[src/rtl/ps2_host_tx.sv]
// ps2_host_tx: PS/2 host-to-device byte transmitter (inhibit, request-to-send, 11-bit frame, ack check, timeout).
// Ports: clk/reset_n (async active-low); tx_data/tx_valid/tx_ready byte request handshake;
//        ps2clk_in/ps2data_in raw line levels; ps2clk_oe/ps2data_oe open-drain pull-low enables;
//        tx_done one-cycle completion pulse with tx_ack_ok/tx_error held until the next tx_done.
module ps2_host_tx #(
    parameter int C_inhibit_cycles = 2500,
    parameter int C_timeout_cycles = 375000
) (
    input  logic       clk,
    input  logic       reset_n,
    input  logic [7:0] tx_data,
    input  logic       tx_valid,
    output logic       tx_ready,
    input  logic       ps2clk_in,
    input  logic       ps2data_in,
    output logic       ps2clk_oe,
    output logic       ps2data_oe,
    output logic       tx_done,
    output logic       tx_ack_ok,
    output logic       tx_error
);
    localparam int IW = C_inhibit_cycles > 1 ? $clog2(C_inhibit_cycles) : 1;
    localparam int TW = C_timeout_cycles > 1 ? $clog2(C_timeout_cycles) : 1;
    localparam logic [IW-1:0] INH_LAST = IW'(C_inhibit_cycles - 1);
    localparam logic [IW-1:0] INH_PREV = IW'(C_inhibit_cycles - 2);
    localparam logic [TW-1:0] TO_LAST = TW'(C_timeout_cycles - 1);

    typedef enum logic [2:0] {IDLE, INHIBIT, RTS, SHIFT, ACK, RELEASE} state_t;

    state_t        state;
    logic [1:0]    clk_sync;
    logic [1:0]    data_sync;
    logic          clk_prev;
    logic          fall;
    logic [IW-1:0] inh_cnt;
    logic [TW-1:0] to_cnt;
    logic [3:0]    edge_cnt;
    logic [8:0]    shreg;
    logic          ack;

    assign fall = clk_prev & ~clk_sync[1];

    always_ff @(posedge clk or negedge reset_n) begin
        if (!reset_n) begin
            state      <= IDLE;
            clk_sync   <= 2'b11;
            data_sync  <= 2'b11;
            clk_prev   <= 1'b1;
            inh_cnt    <= '0;
            to_cnt     <= '0;
            edge_cnt   <= '0;
            shreg      <= '0;
            ack        <= 1'b0;
            tx_ready   <= 1'b1;
            ps2clk_oe  <= 1'b0;
            ps2data_oe <= 1'b0;
            tx_done    <= 1'b0;
            tx_ack_ok  <= 1'b0;
            tx_error   <= 1'b0;
        end else begin
            clk_sync  <= {clk_sync[0], ps2clk_in};
            data_sync <= {data_sync[0], ps2data_in};
            clk_prev  <= clk_sync[1];
            tx_done   <= 1'b0;
            case (state)
                IDLE: begin
                    if (tx_valid && tx_ready) begin
                        // parity bit sits above the data so the frame shifts out as one word
                        shreg      <= {~^tx_data, tx_data};
                        inh_cnt    <= '0;
                        ps2clk_oe  <= 1'b1;
                        ps2data_oe <= C_inhibit_cycles == 1;
                        tx_ready   <= 1'b0;
                        state      <= INHIBIT;
                    end else begin
                        // re-armed one cycle after returning so tx_ready stays low through tx_done
                        tx_ready <= 1'b1;
                    end
                end
                INHIBIT: begin
                    if (inh_cnt == INH_LAST) begin
                        ps2clk_oe  <= 1'b0;
                        ps2data_oe <= 1'b1;
                        to_cnt     <= '0;
                        state      <= RTS;
                    end else begin
                        inh_cnt <= inh_cnt + 1'b1;
                        if (C_inhibit_cycles > 1 && inh_cnt == INH_PREV) ps2data_oe <= 1'b1;
                    end
                end
                RTS: begin
                    edge_cnt <= '0;
                    to_cnt   <= to_cnt + 1'b1;
                    state    <= SHIFT;
                end
                default: begin
                    // timeout is checked first so it wins over a coincident ack edge
                    if (to_cnt >= TO_LAST) begin
                        ps2clk_oe  <= 1'b0;
                        ps2data_oe <= 1'b0;
                        tx_done    <= 1'b1;
                        tx_ack_ok  <= 1'b0;
                        tx_error   <= 1'b1;
                        state      <= IDLE;
                    end else begin
                        to_cnt <= to_cnt + 1'b1;
                        if (state == SHIFT && fall) begin
                            edge_cnt <= edge_cnt + 1'b1;
                            if (edge_cnt == 4'd9) begin
                                ps2data_oe <= 1'b0;
                                state      <= ACK;
                            end else begin
                                ps2data_oe <= ~shreg[0];
                                shreg      <= {1'b0, shreg[8:1]};
                            end
                        end else if (state == ACK && fall) begin
                            edge_cnt <= edge_cnt + 1'b1;
                            ack      <= ~data_sync[1];
                            state    <= RELEASE;
                        end else if (state == RELEASE && clk_sync[1] && data_sync[1]) begin
                            tx_done   <= 1'b1;
                            tx_ack_ok <= ack;
                            tx_error  <= ~ack;
                            state     <= IDLE;
                        end
                    end
                end
            endcase
        end
    end
endmodule

[config.mk]
export PLATFORM = sky130hd
export DESIGN_NAME = ps2_host_tx
export DESIGN_NICKNAME = d
export VERILOG_FILES = /design/src/rtl/ps2_host_tx.sv
export SDC_FILE = /design/constraint.sdc
export NUM_CORES = 1
export LEC_CHECK = 0
export CORE_MARGIN = 3
export CORE_UTILIZATION = 50
export DETAILED_ROUTE_END_ITERATION = 10
export GPL_TIMING_DRIVEN = 1
export PLACE_DENSITY = 0.69
export SLEW_MARGIN = 15
export SYNTH_ARGS = -nofsm -noshare
export SYNTH_HDL_FRONTEND = slang
export SYNTH_SLANG_ARGS = --single-unit
[constraint.sdc]
create_clock -name clk -period 3.4 [get_ports clk]
set_clock_uncertainty 0.2 [all_clocks]
set_input_delay 0.68 -clock clk [delete_from_list [all_inputs] [get_ports clk]]
set_output_delay 0.68 -clock clk [all_outputs]
set_load 0.05 [all_outputs]
# Word-level counts from Yosys, hierarchy flattened
# Index checks and enable logic that the tools add are counted.
# op_classes
addsub,3
shift,0
div_mod_pow,0
bitwise,12
reduce_logical,26
mux,48
n_lt_le_gt_ge,1
n_eq_ne,19
n_mul,0
# ops
op,n
case mux 19 bit (3 select lines),1
two-way mux 19 bit,2
two-way mux 9 bit,4
"== test 12 bit, second input constant",2
two-way mux 12 bit,2
case mux 12 bit (2 select lines),1
two-way mux 1 bit,23
two-way mux 3 bit,7
AND reduction 4 bit,5
"adder 19 x 1 -> 19 bit, second input constant",1
">= comparator 19 bit, second input constant",1
case mux 9 bit (2 select lines),1
"adder 12 x 1 -> 12 bit, second input constant",1
two-way mux 4 bit,3
NOT 1 bit,11
"inequality test 2 bit, second input constant",5
case mux 3 bit (3 select lines),1
AND reduction 3 bit,3
case mux 4 bit (2 select lines),1
XNOR reduction 8 bit,1
nonzero test 7 bit,1
"== test 3 x 2 -> 1 bit, second input constant",2
"== test 3 bit, second input constant",2
"inequality test 2 x 1 -> 1 bit, second input constant",3
16 further kinds,25
# totals
romBits,0
regBits,59
latchBits,0
ram_bits,0
out_inout_bits,6
memories,0
in_bits,13

# Longest topological paths before layout
# Gate-level depths: netlist of run 1.
# logic_depth
ltp_word,8
depth_mapped,8

# Least setup slack after synthesis of run 1
# Ideal clock, no wire load.
# synth_timing
path_kind,register to register
from,register inh_cnt[4]
to,register to_cnt[17]
path_stages_with_launch,7
slack_ns,1.070
arrival_time_ns,2.056
required_ns,3.127
path_buffers,1
period_less_slack_ns,2.330
cell_sequence,dfrtp_1 > or4b_4 > nor3_2 > a31oi_2 > buf_6 > or4_4 > a21oi_2
# synth_via
elab_chain_cells,3
# synth_lines
element,line_no,rtl
start: declaration,35,logic [IW-1:0] inh_cnt;
start signal: assignment,87,inh_cnt <= inh_cnt + 1'b1;
== test 12 bit,81,if (inh_cnt == INH_LAST) begin
inequality test 2 bit (no line),--,
AND reduction 3 bit (no line),--,
end signal: assignment,93,to_cnt <= to_cnt + 1'b1;
end signal: assignment,106,to_cnt <= to_cnt + 1'b1;
end: declaration,36,logic [TW-1:0] to_cnt;
# No other way between the ends.
# A chain may end at the register's enable or synchronous reset.

# Worst setup path in the final report of run 1
# layout_timing
from,register inh_cnt[4]
to,register to_cnt[5]
# Same word-level chain as after synthesis.

==> metrics.txt, run 1 <==
P&R area growth vs syn=17.4%; Setup crit start kind=flop; Post-CTS Resized=0; yosys warns=0; # diodes=0; clk root buf=clkbuf_8; chip width=85.9 um; average vias per placed instance=6.06; Post-Route WL=7050 um; period utilisation layout=0.779; via count of the routed design=2667; fmax=~380 MHz; I/O pin count=19; DRT Pass-1 Iters=4; CTS Buffer Depth=2; setup violators final=0; CP required=approximately 3.5 ns; Starting DRT DRC Count=140; number of fill cells=roughly 550; Power Density=between 400 and 500 nW/um^2; Post-Syn Area=around 3200 um^2; full die area=roughly 7400 um^2; Die H=roughly 86 um; worst hold path type=flop to flop; Critical Path, Cell by Cell=or4b_4 -> nor3_2 -> a31oi_2 -> nand4b_1 -> or3_1 -> a21oi_1; antenna violations before repair=0; slowest stage cell, crit path=or4b_4; Worst-path clk slew=roughly 0.06 ns; Final #Nets=378; hpwl dp=roughly 4700 um; Initial Util=0.527; Core Region=between 6000 and 7000 um^2; CP peak stage delay=between 0.5 and 0.6 ns; Min Hold Slack=roughly 0.16 ns; CTS Buf Count=9; number of flops mapped to enable cells by yosys=0; CTS tree=done; Critical Path AT=~2.7 ns; critical path class=flop to flop; synth unique cells=between 50 and 60; slew margin rel.=0.338; Setup crit end kind=flop; worst vdd ir=0.256 mV; ANT nets after route=0; share of flip-flops with an asynchronous set or reset=1.00; Hold Violations, Final=0; global-route usage over all layers=0.209; vias in the first global route=2673; Setup Fix Bufs, Post-CTS=0; Slew Viols, Final=0; post-synthesis register bit count=59; syn nets=~350; setup total negative slack=0 ns; Sink Count=59; first-pass GRT wire length=~12000 um; FP Rows=28; Core Util, Final=0.619; worst setup margin=~0.75 ns; Mapped Avg Cell Area=about 9.6 um^2; actual slew at the worst max-slew pin=roughly 0.99 ns; R2R Setup Slk=around 0.75 ns; Wirelength per Cell=16.0 um; Mapped Cells=between 300 and 400; GP Congestion=0.813; worst slack at placement=just under 0.8 ns; RSZ-0062 raised after global routing=false; sequential area share after synthesis=0.465; worst skew pair latency=approximately 0.34 ns; Leakage=1.55 nW; drc violations=0; MaxCap Viol Count=0; ys flop type=dfrtp_1; largest net degree at the start of global routing=60; PnR Total Power=approximately 1.6 mW; port buffer count=18; worst-path fanout max=21; status=completed; Overflow after GRT=0; cts hold-fix bufs=0; share of layout cells above drive strength 1=0.112; post-layout min period=2.65 ns; CTS H-tree lvls=3
==> path summary, 6_finish.rpt <==
check                                            start                endpoint  cells after the start
worst max-delay path            inh_cnt[4]$_DFFE_PN0P_   to_cnt[5]$_DFFE_PN0P_                      6
worst min-delay path            data_sync[0]$_DFF_PN1_  data_sync[1]$_DFF_PN1_                      0
worst max register to register  inh_cnt[4]$_DFFE_PN0P_   to_cnt[5]$_DFFE_PN0P_                      6
worst min register to register  data_sync[0]$_DFF_PN1_  data_sync[1]$_DFF_PN1_                      0
max in group asynchronous                      reset_n   to_cnt[4]$_DFFE_PN0P_                      2
min in group asynchronous                      reset_n   tx_ack_ok$_DFFE_PN0P_                      2
==> cell usage after synthesis, types with 5 or more instances <==
cell type	instances	area share
mux2i_1	11	0.034
clkbuf_1	7	0.0082
ha_1	5	0.020
nand2_1	23	0.027
nor2_1	27	0.032
inv_1	8	0.0094
o21ai_0	33	0.052
nand4_1	8	0.016
and3_1	10	0.020
nand2b_1	7	0.014
xor2_1	6	0.016
nor3_1	5	0.0078
dfrtp_1	53	0.42
a21oi_1	21	0.033
xnor2_1	9	0.025
o31ai_1	21	0.049
nand3_1	12	0.019
dfstp_2	6	0.049
or3_1	6	0.012
==> worst max-delay path: cells and delay by family (launching register included) <==
| family | cells | cell delay [ns] |
|---|---|---|
| compound gates | 2 | 0.54 |
| flops | 1 | 0.42 |
| simple gates | 4 | 1.41 |
==> flip-flops by register name (all words and copies together) (netlist names), 2 cells and up <==
signal and cells:
clk_sync 2, data_sync 2, state 3, to_cnt 19, inh_cnt 12, shreg 9, edge_cnt 4
==> area by class of cell <==
class                      count  area (um^2)  share of cell area
sequential                    59         1480               0.396
clock inverter                 4          120              0.0320
inverter                       8         30.0             0.00801
clock buffer                  12          155              0.0414
tap                           75         93.8              0.0250
timing repair buffer          27          243              0.0647
multi-input combinational    255         1620               0.433
==> logic make-up (layout without fill, tap and decap cells) <==
family	after synthesis	count (layout)	share of synthesized area
simple gates	126	126	0.218
compound gates	98	98	0.195
flops	59	59	0.465
buf+inv	20	51	0.0266
xor+xnor	15	15	0.0411
mux	11	11	0.0345
fa+ha+maj	5	5	0.0196
==> per-layer routing <==
metal / wire length (um) / share of wire / global-route usage / vias to the layer above
met3: 319 / 0.045 / 0.0567 / 7
met4: 90 / 0.013 / 0.0734 / 0
met1: 3220 / 0.46 / 0.264 / 1316
li1: - / - / - / 1293
met5: 0 / 0 / 0 / -
met2: 3420 / 0.49 / 0.344 / 51
==> stage by stage <==
stage / cell area (um^2) / std cells
floorplan: 3190 / 334
global placement: 3470 / 424
detailed placement: 3470 / 424
CTS: 3750 / 440
global route: 3750 / 440
finish: 3750 / 440
==> cells in the final DEF, fill, tap and decap left out, types with 2 or more instances in the layout <==
cell and instances:
nor2_1 27, and2_1 4, o21ai_1 2, nand2b_1 7, o31ai_1 21, inv_1 8, nand4bb_1 2, or2_2 2
or3_1 6, xor2_1 6, ha_1 5, nand4b_1 3, clkbuf_8 11, bufinv_16 4, a21o_1 3, o21ai_0 33
nor3_1 5, a22oi_1 2, buf_4 9, dfstp_2 6, xnor2_1 9, dfrtp_1 53, nand3b_1 4, mux2i_1 11
and3_1 10, a31oi_1 3, clkdlybuf4s50_1 17, a21oi_1 21, nand4_1 8, and4_1 2, nand2_1 23, nand3_1 12
or4_1 4, nor4_1 2
==> power by group <==
group	internal, mW	switching [mW]	leakage (nW)
sequential	0.707	0.00111	0.768
clock	0.602	0.278	0.137
combinational	0.0219	0.0256	0.645
Note: power is estimated with default switching activity, not from simulation.
==> inputs of run 2 (changes only) <==
--- a/config.mk
+++ b/config.mk
@@ -9,7 +9,7 @@
 export CORE_UTILIZATION = 50
 export DETAILED_ROUTE_END_ITERATION = 10
 export GPL_TIMING_DRIVEN = 1
-export PLACE_DENSITY = 0.69
+export PLACE_DENSITY = 0.71
 export SLEW_MARGIN = 15
 export SYNTH_ARGS = -nofsm -noshare
 export SYNTH_HDL_FRONTEND = slang
==> constraint.sdc (replaced) <==
create_clock -name clk -period 2.31 [get_ports clk]
set_clock_uncertainty 0.2 [all_clocks]
set_input_delay 0.462 -clock clk [delete_from_list [all_inputs] [get_ports clk]]
set_output_delay 0.462 -clock clk [all_outputs]
set_load 0.05 [all_outputs]
==> metrics.txt, run 2 (synthesis results as in run 1) <==
Leakage=1.83 nW (+18%); Slew Viols, Final=0 (unchanged); GP Congestion=0.944 (+16%); Sink Count=59 (unchanged); Worst-path clk slew=0.07 ns (about the same); worst skew pair latency=0.34 ns (about the same); Starting DRT DRC Count=203 (+45%); worst hold path type=flop to flop; status=complete, but fails checks; drc violations=0 (unchanged); antenna violations before repair=0 (unchanged); via count of the routed design=2930 (+9.9%); vias in the first global route=2915 (+9.1%); dpl cells=461 (+8.7%); P_int=1.88 mW (+41%); fmax=421 MHz (+12%); worst vdd ir=0.367 mV (+44%); CP required=2.37 ns (-1.09 ns); most common cell after layout, fill and taps aside=dfrtp_1; worst-path fanout max=5 (-76%); chip width=85.9 um (unchanged); Core Region=6060 um^2 (unchanged); Post-Route WL=8280 um (+17%); share of layout cells above drive strength 1=0.285 (+0.172); slowest stage cell, crit path=or4b_4; port buffer count=18 (unchanged); # diodes=0 (unchanged); Wirelength per Cell=17.0 um (+6.4%); setup total negative slack=-0.181 ns (-0.181 ns); Critical Path AT=2.43 ns (-0.28 ns); I/O pin count=19 (unchanged); Largest Register=to_cnt; P&R area growth vs syn=35.5%; setup violators final=7 (+7); Gate power share=0.033 (+0.004); clock network power share=0.519 (-0.019); most frequent cells in the layout=dfrtp_1 (51), buf_4 (45), o21ai_0 (28), nor2_1 (26), nand2_1 (23); slew margin rel.=0.666 (+0.328); Overflow after GRT=0 (unchanged); period utilisation layout=1.03 (+0.249); first-pass GRT wire length=13900 um (+13%); Die H=85.9 um (unchanged); Core Util, Final=0.714 (+0.0950); Setup crit end kind=flop; CP peak stage delay=0.57 ns (about the same); PnR Total Power=2.33 mW (+42%); critical path class=flop to flop; Power Density=539 nW/um^2 (+23%); CTS Buffer Depth=2 (unchanged); hpwl dp=5280 um (+13%); average vias per placed instance=6.03 (-0.54%); RSZ-0062 raised after global routing=true; ANT nets after route=0 (unchanged); Net Sw Power=0.446 mW (+47%); top flop regs=to_cnt: 19 flops, inh_cnt: 12 flops, shreg: 9 flops; Post-DP Area=3790 um^2 (+9.1%); worst slack at placement=-0.306 ns (-1.08 ns); largest net degree at the start of global routing=27 (-55%); Sw Ratio=0.192 (+0.00535); Min Hold Slack=0.156 ns (+0.000135 ns); post-layout min period=2.37 ns (-0.275 ns); final instance area=4330 um^2 (+15%); global-route usage over all layers=0.242 (+0.0333); max reg flops=19 (unchanged); DRT Pass-1 Iters=4 (unchanged); MaxCap Viol Count=0 (unchanged); Final #Nets=424 (+12%); sequential share of power=0.448 (+0.015); Initial Util=0.527 (unchanged); non-filler cells, final=486 (+10%); CTS Buf Count=9 (unchanged); worst setup margin=-0.0637 ns (-0.815 ns); Critical Path, Cell by Cell=or4b_4 -> nor3_4 -> buf_12 -> a31oi_4 -> nand4b_1 -> or3_1 -> a21oi_1; FP Rows=28 (unchanged); clk root buf=clkbuf_8; CTS tree=done; CTS H-tree lvls=3 (unchanged); actual slew at the worst max-slew pin=0.500 ns (-0.490 ns); Hold Violations, Final=0 (unchanged); Setup crit start kind=flop; full die area=7380 um^2 (unchanged); violated checks=negative setup slack
[run 2: routing by layer]
metal / global-route usage / vias up / routed length, um
met4: 0.106 / 0 / 191
met1: 0.321 / 1432 / 3780
met5: 0 / - / 0
met2: 0.390 / 83 / 3990
met3: 0.0413 / 23 / 317
li1: - / 1392 / -
[run 2: worst max-delay path, delay by kind of cell, from the launching register on]
| family | cells | cell delay, ns |
|---|---|---|
| buffers and inverters | 1 | 0.15 |
| and+or+nand+nor | 4 | 1.32 |
| DFF | 1 | 0.38 |
| AOI/OAI and AO/OA | 2 | 0.24 |
[run 2: final timing paths]
path                       cells after the start                   start  slack, ns                    end
min in group asynchronous                      2                 reset_n       0.41  to_cnt[6]$_DFFE_PN0P_
max                                            7  inh_cnt[3]$_DFFE_PN0P_      -0.06  to_cnt[5]$_DFFE_PN0P_
max reg2reg                                    7  inh_cnt[3]$_DFFE_PN0P_      -0.06  to_cnt[5]$_DFFE_PN0P_
min reg2reg                                    0   clk_sync[0]$_DFF_PN1_       0.16  clk_sync[1]$_DFF_PN1_
min                                            0   clk_sync[0]$_DFF_PN1_       0.16  clk_sync[1]$_DFF_PN1_
max in group asynchronous                      3                 reset_n       0.89  to_cnt[4]$_DFFE_PN0P_
[run 2: area by class of cell]
class,instances,area [um^2]
multi-input combinational,257,1820
fill,437,1740
sequential,59,1490
timing repair buffer,71,632
clock buffer,12,165
clock inverter,4,95.1
tap,75,93.8
inverter,8,30.0
[run 2: timing repair]
| item | CTS | global route |
|---|---|---|
| endpoints found under the setup margin | 20 | 27 |
| hold endpoints to repair | 17 | 0 |
| cloned | 3 | 0 |
| resized for setup | 5 | 38 |
| pin swaps | 10 | 11 |
| buffers inserted | 4 | 1 |
| hold buffers | 1 | 0 |
[run 2: power groups by stage]
stage	Combinational [mW]	Clock (mW)	Sequential, mW
after floorplan	0.0224	0	1.06
after global routing	0.0858	1.29	1.04
after CTS	0.0797	1.22	1.04
after global placement	0.0769	0	1.06
after detailed placement	0.0779	0	1.06
final	0.0779	1.21	1.04
==> inputs of run 3 (changes only) <==
--- a/config.mk
+++ b/config.mk
@@ -9,6 +9,7 @@
 export CORE_UTILIZATION = 50
 export DETAILED_ROUTE_END_ITERATION = 10
 export GPL_TIMING_DRIVEN = 1
+export HOLD_SLACK_MARGIN = 0.08
 export PLACE_DENSITY = 0.71
 export SLEW_MARGIN = 15
 export SYNTH_ARGS = -nofsm -noshare
==> results of run 3 <==
No change in the layout: final DEF, timing and power equal those of run 2.
